==> src/rtl/memory_access_pkg.sv <==
// memory_access_pkg: FSM state encoding, operation type and default timing constants
package memory_access_pkg;
  localparam logic [1:0] S_IDLE   = 2'd0;
  localparam logic [1:0] S_ACCESS = 2'd1;
  localparam logic [1:0] S_DONE   = 2'd2;
  localparam logic [1:0] S_ERR    = 2'd3;
  typedef enum logic {OP_RD = 1'b0, OP_WR = 1'b1} op_e;
  localparam int WAIT_STATES_DEF    = 1;
  localparam int TIMEOUT_CYCLES_DEF = 16;
  localparam int CNT_W              = 8;
endpackage

==> src/rtl/memory_access_wait_counter.sv <==
// memory_access_wait_counter: loadable down-counter with terminal-count flag
module memory_access_wait_counter
  import memory_access_pkg::*;
(
  input  logic             clk,
  input  logic             rst_n,
  input  logic             load_i,
  input  logic             en_i,
  input  logic [CNT_W-1:0] load_val_i,
  output logic [CNT_W-1:0] count_o,
  output logic             tc_o
);
  logic [CNT_W-1:0] count_q, count_d;
  always_comb count_d = load_i ? load_val_i : (en_i && count_q != '0) ? count_q - CNT_W'(1) : count_q;
  always_ff @(posedge clk or negedge rst_n)
    if (!rst_n) count_q <= '0;
    else count_q <= count_d;
  assign count_o = count_q;
  assign tc_o    = count_q == '0;
endmodule

==> src/rtl/memory_access_controller.sv <==
// memory_access_controller: single-word bus master toward MAIN_MEMORY with wait states.
// Define MEMORY_ACCESS_ACK_EN to complete accesses on MEM_ACK_In with a timeout.
module memory_access_controller
  import memory_access_pkg::*;
#(
  parameter int DATAWIDTH_BUS  = 32,
  parameter int WAIT_STATES    = WAIT_STATES_DEF,
  parameter int TIMEOUT_CYCLES = TIMEOUT_CYCLES_DEF
) (
  input  logic                     MEMORY_ACCESS_CLOCK_50,
  input  logic                     MEMORY_ACCESS_RESET_InLow,
  input  logic                     CPU_REQ_In,
  input  logic                     CPU_RD_In,
  input  logic                     CPU_WR_In,
  input  logic [DATAWIDTH_BUS-1:0] CPU_ADDRESS_InBUS,
  input  logic [DATAWIDTH_BUS-1:0] CPU_data_InBUS,
  output logic [DATAWIDTH_BUS-1:0] CPU_data_OutBUS,
  output logic                     CPU_DONE_Out,
  output logic                     CPU_ERROR_Out,
  output logic                     CPU_BUSY_Out,
  output logic [DATAWIDTH_BUS-1:0] MEM_ADDRESS_OutBUS,
  output logic [DATAWIDTH_BUS-1:0] MEM_data_OutBUS,
  output logic                     MEM_RD_Out,
  output logic                     MEM_WR_Out,
  input  logic [DATAWIDTH_BUS-1:0] MEM_data_InBUS,
  input  logic                     MEM_ACK_In
);
  logic [1:0] state_q, state_d;
  logic [DATAWIDTH_BUS-1:0] addr_q, wdata_q, rdata_q, rdata_d;
  op_e op_q, op_d;
  logic rd_q, wr_q, req_ok, accept, in_access, leave_ok, leave_err, cnt_tc;
  logic [CNT_W-1:0] cnt, cnt_load_val;
  assign req_ok    = (CPU_RD_In ^ CPU_WR_In) && CPU_ADDRESS_InBUS[1:0] == 2'b00;
  assign accept    = state_q == S_IDLE && CPU_REQ_In && req_ok;
  assign in_access = state_q == S_ACCESS;
`ifdef MEMORY_ACCESS_ACK_EN
  // Counter runs the whole timeout window; elapsed cycles are derived from what remains.
  assign cnt_load_val = CNT_W'(TIMEOUT_CYCLES - 1);
  assign leave_ok     = MEM_ACK_In && cnt <= CNT_W'(TIMEOUT_CYCLES - 1 - WAIT_STATES);
  assign leave_err    = cnt_tc && !leave_ok;
`else
  logic unused_ack;
  assign unused_ack   = ^{cnt, MEM_ACK_In};
  assign cnt_load_val = CNT_W'(WAIT_STATES);
  assign leave_ok     = cnt_tc;
  assign leave_err    = 1'b0;
`endif
  memory_access_wait_counter u_cnt (
    .clk        (MEMORY_ACCESS_CLOCK_50),
    .rst_n      (MEMORY_ACCESS_RESET_InLow),
    .load_i     (accept),
    .en_i       (in_access),
    .load_val_i (cnt_load_val),
    .count_o    (cnt),
    .tc_o       (cnt_tc)
  );
  always_comb begin
    state_d = state_q == S_IDLE   ? (CPU_REQ_In ? (req_ok ? S_ACCESS : S_ERR) : S_IDLE) :
              state_q == S_ACCESS ? (leave_ok ? S_DONE : leave_err ? S_ERR : S_ACCESS) : S_IDLE;
    op_d    = accept ? (CPU_WR_In ? OP_WR : OP_RD) : op_q;
    rdata_d = (in_access && leave_ok && op_q == OP_RD) ? MEM_data_InBUS :
              (in_access && leave_err) ? '0 : rdata_q;
  end
  always_ff @(posedge MEMORY_ACCESS_CLOCK_50 or negedge MEMORY_ACCESS_RESET_InLow)
    if (!MEMORY_ACCESS_RESET_InLow) begin
      state_q <= S_IDLE;
      op_q    <= OP_RD;
      addr_q  <= '0;
      wdata_q <= '0;
      rdata_q <= '0;
      rd_q    <= 1'b0;
      wr_q    <= 1'b0;
    end else begin
      state_q <= state_d;
      op_q    <= op_d;
      rdata_q <= rdata_d;
      rd_q    <= state_d == S_ACCESS && op_d == OP_RD;
      wr_q    <= state_d == S_ACCESS && op_d == OP_WR;
      if (accept) begin
        addr_q  <= CPU_ADDRESS_InBUS;
        wdata_q <= CPU_data_InBUS;
      end
    end
  assign CPU_data_OutBUS    = rdata_q;
  assign CPU_DONE_Out       = state_q == S_DONE || state_q == S_ERR;
  assign CPU_ERROR_Out      = state_q == S_ERR;
  assign CPU_BUSY_Out       = state_q != S_IDLE;
  assign MEM_ADDRESS_OutBUS = addr_q;
  assign MEM_data_OutBUS    = wdata_q;
  assign MEM_RD_Out         = rd_q;
  assign MEM_WR_Out         = wr_q;
endmodule

==> config.mk <==
export PLATFORM = sky130hd
export DESIGN_NAME = memory_access_controller
export DESIGN_NICKNAME = d
export VERILOG_FILES = /design/src/rtl/memory_access_pkg.sv /design/src/rtl/memory_access_wait_counter.sv /design/src/rtl/memory_access_controller.sv
export SDC_FILE = /design/constraint.sdc
export NUM_CORES = 1
export LEC_CHECK = 0
export CAP_MARGIN = 0
export CORE_UTILIZATION = 41
export DETAILED_ROUTE_END_ITERATION = 6
export HOLD_SLACK_MARGIN = 0.05
export PLACE_DENSITY_LB_ADDON = 0.05
export SLEW_MARGIN = 20
export SYNTH_ARGS = -nofsm -noshare
export SYNTH_HDL_FRONTEND = slang
export SYNTH_SLANG_ARGS = --single-unit
==> constraint.sdc <==
create_clock -name MEMORY_ACCESS_CLOCK_50 -period 2 [get_ports MEMORY_ACCESS_CLOCK_50]
set_input_delay 0.4 -clock MEMORY_ACCESS_CLOCK_50 [delete_from_list [all_inputs] [get_ports MEMORY_ACCESS_CLOCK_50]]
set_output_delay 0.4 -clock MEMORY_ACCESS_CLOCK_50 [all_outputs]
set_load 0.02 [all_outputs]
==> metrics.txt, run 1 <==
Syn Std Cell Area=4400 um^2; # rows=37; core area=approximately 10000 um^2; Unique masters post-synth=36; measured slew at the worst slew-check pin=0.612 ns; reg2reg start=u_cnt.count_o[1]$_DFFE_PN0P_; IO Port Bufs=approximately 200; drt pass-1 iters=4; antenna viol nets, final=0; CTS H-Tree Depth=3; power per cell area=between 1000 and 1500 nW/um^2; diode count=0; Initial Utilization=42.4%; Slew headroom=59.2%; WL/cell=15.9 um; vias in the first global route=~3300; Iteration-0 DRC Markers=a little over 90; Synth Warn #=0; GRT Resource Usage Total=between 10% and 20%; Final GP Congestion=0.787; outcome=finished clean; Critical Path RT=between 2 and 2.5 ns; vias per inst=4.83; worst setup path class=reg2reg; LEAKAGE=about 3.1 nW; DP Wirelength=7210 um; CTS buffer count=9; fin crit period=1.90 ns; Synth Area per Inst=approximately 16 um^2; HP Class=in2async; max cap viols=0; first-pass GRT wire length=about 16000 um; Gate Count Post-Synth=about 280; Clock Skews=approximately 0.011 ns; Routed WL=10100 um; Die Wd=between 100 and 150 um; Root Driver=clkbuf_8; Tcrit/Tclk final=95.0%; Max Transition Viols Final=0; area delta synth->final=56.4%; Max VDD drop=approximately 690 uV; clock insertion delay at the later pin of the skew report=0.37 ns; crit end category=register; I/O pin count=a little over 200; dpl ws=-0.0515 ns; final setup vio count=0; CTS Hold Bufs=0; #FFs+latches synth=roughly 110; FF+latch area=roughly 2700 um^2; critical path arrival=approximately 2.2 ns; crit start category=register; Max clock buf depth=2; initial antenna violation count=0; drt drc=0; clk slew on worst S/H paths=around 0.090 ns; grt total ovfl=0; Filler Cells Inserted=slightly above 800; worst hold margin=approximately 0.036 ns; die area=approximately 11000 um^2; Die H=106 um; Post-Syn Nets=380; largest net degree at the start of global routing=between 100 and 150; achievable frequency=about 0.53 GHz; share of layout cells above drive strength 1=a little over a quarter; final worst slack=approximately 0.1 ns; TritonCTS clock tree=built; Seq/Total Area, Yosys=~62%; final net count=a little under 600; multi-input gate area in the final layout=1560 um^2; register-to-register setup slack=approximately 0.10 ns; Final Hold Viols=0; CTS Sinks=109; worst reg2reg endpoint=CPU_data_OutBUS[22]$_DFFE_PN0P_; Max FO, Critical Path=32; worst-case reg-to-reg path depth=7; overall power=9.89 mW; via count=3053; unrepaired setup endpoints after global routing=no
## registers in the layout, indices dropped and copies added, names as in the netlist
register,flops
state_q,2
MEM_RD_Out,1
op_q,1
CPU_data_OutBUS,32
MEM_ADDRESS_OutBUS,32
MEM_WR_Out,1
MEM_data_OutBUS,32
u_cnt.count_o,8
## cell type report
type                            instances  share of cell area [%]
Timing Repair Buffer                  215                    31.9
Tap cell                              136                    2.47
Sequential cell                       109                    39.7
Clock inverter                          4                   0.655
Inverter                                5                   0.273
Clock buffer                           12                    2.40
Multi-Input combinational cell        151                    22.6
## worst max path at each step
stage                     slack (ns)                          from                              end  cells past startpoint
after global routing            0.03  u_cnt.count_o[1]$_DFFE_PN0P_   CPU_data_OutBUS[2]$_DFFE_PN0P_                      7
after detailed placement       -0.05                     CPU_WR_In   MEM_data_OutBUS[1]$_DFFE_PN0P_                      6
after CTS                       0.01          state_q[1]$_DFF_PN0_                    CPU_ERROR_Out                      2
after floorplan                 0.20  u_cnt.count_o[5]$_DFFE_PN0P_  CPU_data_OutBUS[10]$_DFFE_PN0P_                      5
final                           0.10  u_cnt.count_o[1]$_DFFE_PN0P_  CPU_data_OutBUS[22]$_DFFE_PN0P_                      7
after global placement         -0.02                     CPU_WR_In  MEM_data_OutBUS[15]$_DFFE_PN0P_                      6
## where the power goes
| part | switching [mW] | leakage (nW) | total [mW] | internal, mW |
|---|---|---|---|---|
| Clock | 0.711 | 0.112 | 1.39 | 0.676 |
| Combinational | 2.15 | 1.69 | 4.79 | 2.63 |
| Sequential | 0.535 | 1.33 | 3.72 | 3.18 |
| Total | 3.40 | 3.13 | 9.89 | 6.49 |
## through the flow
| stage | std cells | instance area (um^2) | TNS [ns] | util (%) |
|---|---|---|---|---|
| after global routing | 632 | 6880 | 0 | 66.3 |
| after detailed placement | 616 | 6660 | -2.02 | 64.2 |
| after floorplan | 276 | 4400 | 0 | - |
| final | 632 | 6880 | 0 | 66.3 |
| after CTS | 632 | 6870 | 0 | 66.3 |
| after global placement | 616 | 6660 | -0.794 | 64.2 |
## repair_timing
item | CTS | global route
resized for setup | 3 | 1
endpoints found under the setup margin | 2 | 1
pin swaps | 0 | 0
buffers inserted | 0 | 0
## synthesized netlist by cell type
library cell  count  share of area (%)
a211o_1           1               0.20
a211oi_1          1               0.17
a21oi_1           4               0.46
a22oi_1           1               0.17
and2_1            4               0.57
buf_1             4               0.34
buf_12            3                1.4
buf_2             3               0.34
clkbuf_1          1              0.085
dfrtp_1         109                 62
ha_1              2               0.57
inv_1             5               0.43
mux2_2           64                 16
mux2_4           30                 10
mux2i_1           2               0.46
nand2_1           5               0.43
nand2_4           1               0.26
nand2b_1          1               0.14
nand3_1           2               0.23
nand4_1           1               0.14
nor2_1            8               0.68
nor2_8            1               0.46
nor2b_1           2               0.28
nor3_1            2               0.23
nor3b_1           1               0.17
nor4_1            1               0.14
nor4b_1           2               0.40
o211ai_1          2               0.34
o21ai_0           4               0.46
o31ai_1           1               0.17
or3_1             1               0.14
or3b_4            1               0.26
or4_1             1               0.17
or4_4             1               0.26
xnor2_1           1               0.20
xor2_1            3               0.60
## critical path: stages (launching register included)
cell	delay, ns
dfrtp_1	0.42
inv_1	0.09
ha_1	0.15
or3b_4	0.43
nor2_8	0.12
nand2_4	0.06
buf_12	0.19
mux2_4	0.32
## routing by layer
layer	GRT usage, %	wire [um]	up-vias
li1	-	-	1397
met1	23.6	4340	1504
met2	30.1	4660	133
met3	5.81	788	19
met4	9.82	289	0
met5	0	0	-
## cells in the final DEF (no fill, tap or decap), types with 2 or more instances in the layout
master / count
clkinv_2: 3
nor2b_1: 2
a21oi_1: 4
inv_1: 5
ha_1: 2
nand2_1: 5
o211ai_1: 2
o21ai_0: 4
mux2_4: 30
buf_4: 9
nor4b_1: 2
nand3_1: 2
dfrtp_2: 2
buf_12: 6
xor2_1: 3
and2_1: 4
mux2_2: 64
nor3_1: 2
clkbuf_8: 12
nor2_1: 8
clkdlybuf4s50_1: 198
mux2i_1: 2
dfrtp_1: 107
## logic make-up (layout without fill, tap and decap cells)
kind of cell	after synthesis	after routing	synth area share [%]
AOI/OAI and AO/OA	14	14	1.96
xor gates and xnor gates	4	4	0.797
adders and majority gates	2	2	0.569
buffers and inverters	16	236	2.56
DFF	109	109	62.1
muxes	96	96	27.1
and+or+nand+nor	35	35	4.95
(Power assumes the default switching activity.)
==> run 2, diff against run 1 <==
--- a/config.mk
+++ b/config.mk
@@ -9,7 +9,9 @@
 export CORE_UTILIZATION = 41
 export DETAILED_ROUTE_END_ITERATION = 6
 export HOLD_SLACK_MARGIN = 0.05
+export MAX_ROUTING_LAYER = met4
 export PLACE_DENSITY_LB_ADDON = 0.05
+export REMOVE_ABC_BUFFERS = 1
 export SLEW_MARGIN = 20
 export SYNTH_ARGS = -nofsm -noshare
 export SYNTH_HDL_FRONTEND = slang
==> metrics.txt, run 2 (same netlist as run 1, synthesis figures left out) <==
outcome=finished clean (unchanged); # rows=37 (unchanged); setup TNS=0 ns (unchanged); commonest non-fill, non-tap cell in the layout=clkdlybuf4s50_1 (unchanged); vias per inst=4.76 (was 4.83); DP Wirelength=7700 um (was 7210 um); Tcrit/Tclk final=95.4% (was 95.0%); Inst Count DP=621 (was 616); max cap viols=0 (unchanged); Worst setup startpoint=u_cnt.count_o[0]$_DFFE_PN0P_ (was u_cnt.count_o[1]$_DFFE_PN0P_); antenna viol nets, final=0 (unchanged); worst reg2reg endpoint=CPU_data_OutBUS[3]$_DFFE_PN0P_ (was CPU_data_OutBUS[22]$_DFFE_PN0P_); worst-case reg-to-reg path depth=7 (unchanged); clock insertion delay at the later pin of the skew report=0.38 ns (was 0.37 ns); CTS buffer count=9 (unchanged); core area=10400 um^2 (unchanged); vias in the first global route=3340 (was 3289); Clock Skews=0.0146 ns (was 0.0109 ns); Root Driver=clkbuf_8 (unchanged); I/O pin count=203 (unchanged); Final GP Congestion=0.729 (was 0.787); worst setup path class=reg2reg (unchanged); Max VDD drop=745 uV (was 687 uV); register-to-register setup slack=0.09 ns (was 0.10 ns); IO Port Bufs=201 (unchanged); final net count=604 (was 595); area post-placement=6710 um^2 (was 6660 um^2); Finished Layout Cells=639 (was 632); final setup vio count=0 (unchanged); Die H=106 um (unchanged); Max Transition Viols Final=0 (unchanged); largest net degree at the start of global routing=65 (was 110); fin crit period=1.91 ns (was 1.90 ns); Iteration-0 DRC Markers=98 (was 92); HP Class=in2async (unchanged); diode count=0 (unchanged); grt total ovfl=0 (unchanged); TritonCTS clock tree=built (unchanged); WL/cell=15.8 um (was 15.9 um); reg2reg start=u_cnt.count_o[0]$_DFFE_PN0P_ (was u_cnt.count_o[1]$_DFFE_PN0P_); measured slew at the worst slew-check pin=0.394 ns (was 0.612 ns); CTS H-Tree Depth=3 (unchanged); Initial Utilization=42.4% (unchanged); Die Wd=106 um (unchanged); LEAKAGE=3.16 nW (was 3.13 nW); dpl ws=-0.0729 ns (was -0.0515 ns); drt pass-1 iters=4 (unchanged); achievable frequency=0.524 GHz (was 0.527 GHz); Worst path max stage delay=0.42 ns (was 0.43 ns); final worst slack=0.0916 ns (was 0.101 ns); area delta synth->final=57.6% (was 56.4%); Critical Path RT=2.26 ns (about the same); Critical-path top delay cell=or3b_4 (unchanged); Final Hold Viols=0 (unchanged); power per cell area=1420 nW/um^2 (was 1440 nW/um^2); first-pass GRT wire length=16400 um (was 16100 um); unrepaired setup endpoints after global routing=no (unchanged); via count=3043 (was 3053); clk slew on worst S/H paths=0.10 ns (was 0.09 ns); share of layout cells above drive strength 1=26.8% (was 26.4%); die area=11100 um^2 (unchanged); Max FO, Critical Path=16 (was 32); post-layout util=66.8% (was 66.3%); Routed WL=10100 um (about the same); Filler Cells Inserted=812 (was 805); CP Cell Sequence=inv_1 -> ha_1 -> or3b_4 -> nor2_8 -> nand2_4 -> buf_12 -> mux2_4 (unchanged); most frequent cells in the layout=198 x clkdlybuf4s50_1, 107 x dfrtp_1, 64 x mux2_2 (unchanged); crit end category=register (unchanged); drt drc=0 (unchanged); CTS Sinks=109 (unchanged); critical path arrival=2.17 ns (was 2.15 ns); Max clock buf depth=2 (unchanged); Slew headroom=73.7% (was 59.2%); initial antenna violation count=0 (unchanged); crit path to=CPU_data_OutBUS[3]$_DFFE_PN0P_ (was CPU_data_OutBUS[22]$_DFFE_PN0P_); Post-Layout Inst Area=6930 um^2 (was 6880 um^2); crit start category=register (unchanged); GRT Resource Usage Total=19.8% (was 19.0%)
-- run 2: cell types whose count changed in the layout (fill, tap and decap cells not counted) --
cell and delta:
clkbuf_1 +2, buf_12 +1, dlygate4sd3_1 +1, clkinv_2 -2, buf_4 +7, clkbuf_8 -2
-- run 2: critical path: cells and delay by family (launching register included) --
kind	cells	cell delay, ns
DFF	1	0.39
adders and majority gates	1	0.16
and+or+nand+nor	3	0.66
muxes	1	0.30
buffers and inverters	2	0.28
-- run 2: through the flow --
| step | total power [mW] | hold slack (ns) |
|---|---|---|
| after floorplan | 6.13 | 0.104 |
| after global placement | 8.50 | 0.271 |
| after detailed placement | 8.61 | 0.272 |
| after CTS | 9.94 | 0.408 |
| after global routing | 10.4 | 0.412 |
| final | 9.85 | 0.419 |
-- run 2: routing by layer --
| metal | vias to the layer above | GRT usage (%) | routed length (um) |
|---|---|---|---|
| met5 | - | - | 0 |
| met4 | 0 | 7.04 | 176 |
| met3 | 12 | 6.06 | 667 |
| met2 | 97 | 33.1 | 5180 |
| met1 | 1525 | 22.7 | 4090 |
| li1 | 1409 | - | - |
-- run 2: timing repair --
action | in CTS | in global routing
hold endpoints to repair | 14 | 0
buffers inserted | 0 | 3
resized for setup | 3 | 1
endpoints found under the setup margin | 2 | 30
hold buffers | 1 | 0
-- run 2: area by class of cell --
type                            instances  area (um^2)  area share (%)
Sequential cell                       109         2730            39.4
Clock buffer                           12          145            2.09
Clock inverter                          2         35.0           0.506
Inverter                                5         18.8           0.271
Timing Repair Buffer                  224         2270            32.8
Tap cell                              136          170            2.46
Multi-Input combinational cell        151         1560            22.4
-- run 2: worst min path at each step --
stage,start,to,slack [ns],depth (start not counted)
6_report,MEMORY_ACCESS_RESET_InLow,MEM_data_OutBUS[3]$_DFFE_PN0P_,0.42,2
5_1_grt,MEMORY_ACCESS_RESET_InLow,MEM_data_OutBUS[3]$_DFFE_PN0P_,0.41,2
4_1_cts,MEMORY_ACCESS_RESET_InLow,MEM_data_OutBUS[12]$_DFFE_PN0P_,0.41,2
3_5_place_dp,MEMORY_ACCESS_RESET_InLow,MEM_data_OutBUS[12]$_DFFE_PN0P_,0.27,1
3_3_place_gp,MEMORY_ACCESS_RESET_InLow,MEM_data_OutBUS[3]$_DFFE_PN0P_,0.27,1
2_1_floorplan,MEMORY_ACCESS_RESET_InLow,CPU_data_OutBUS[0]$_DFFE_PN0P_,0.10,0
-- run 2: power breakdown --
part	switching [mW]	internal [mW]
Combinational	2.17	2.68
Clock	0.696	0.600
Sequential	0.521	3.18
Total	3.39	6.46
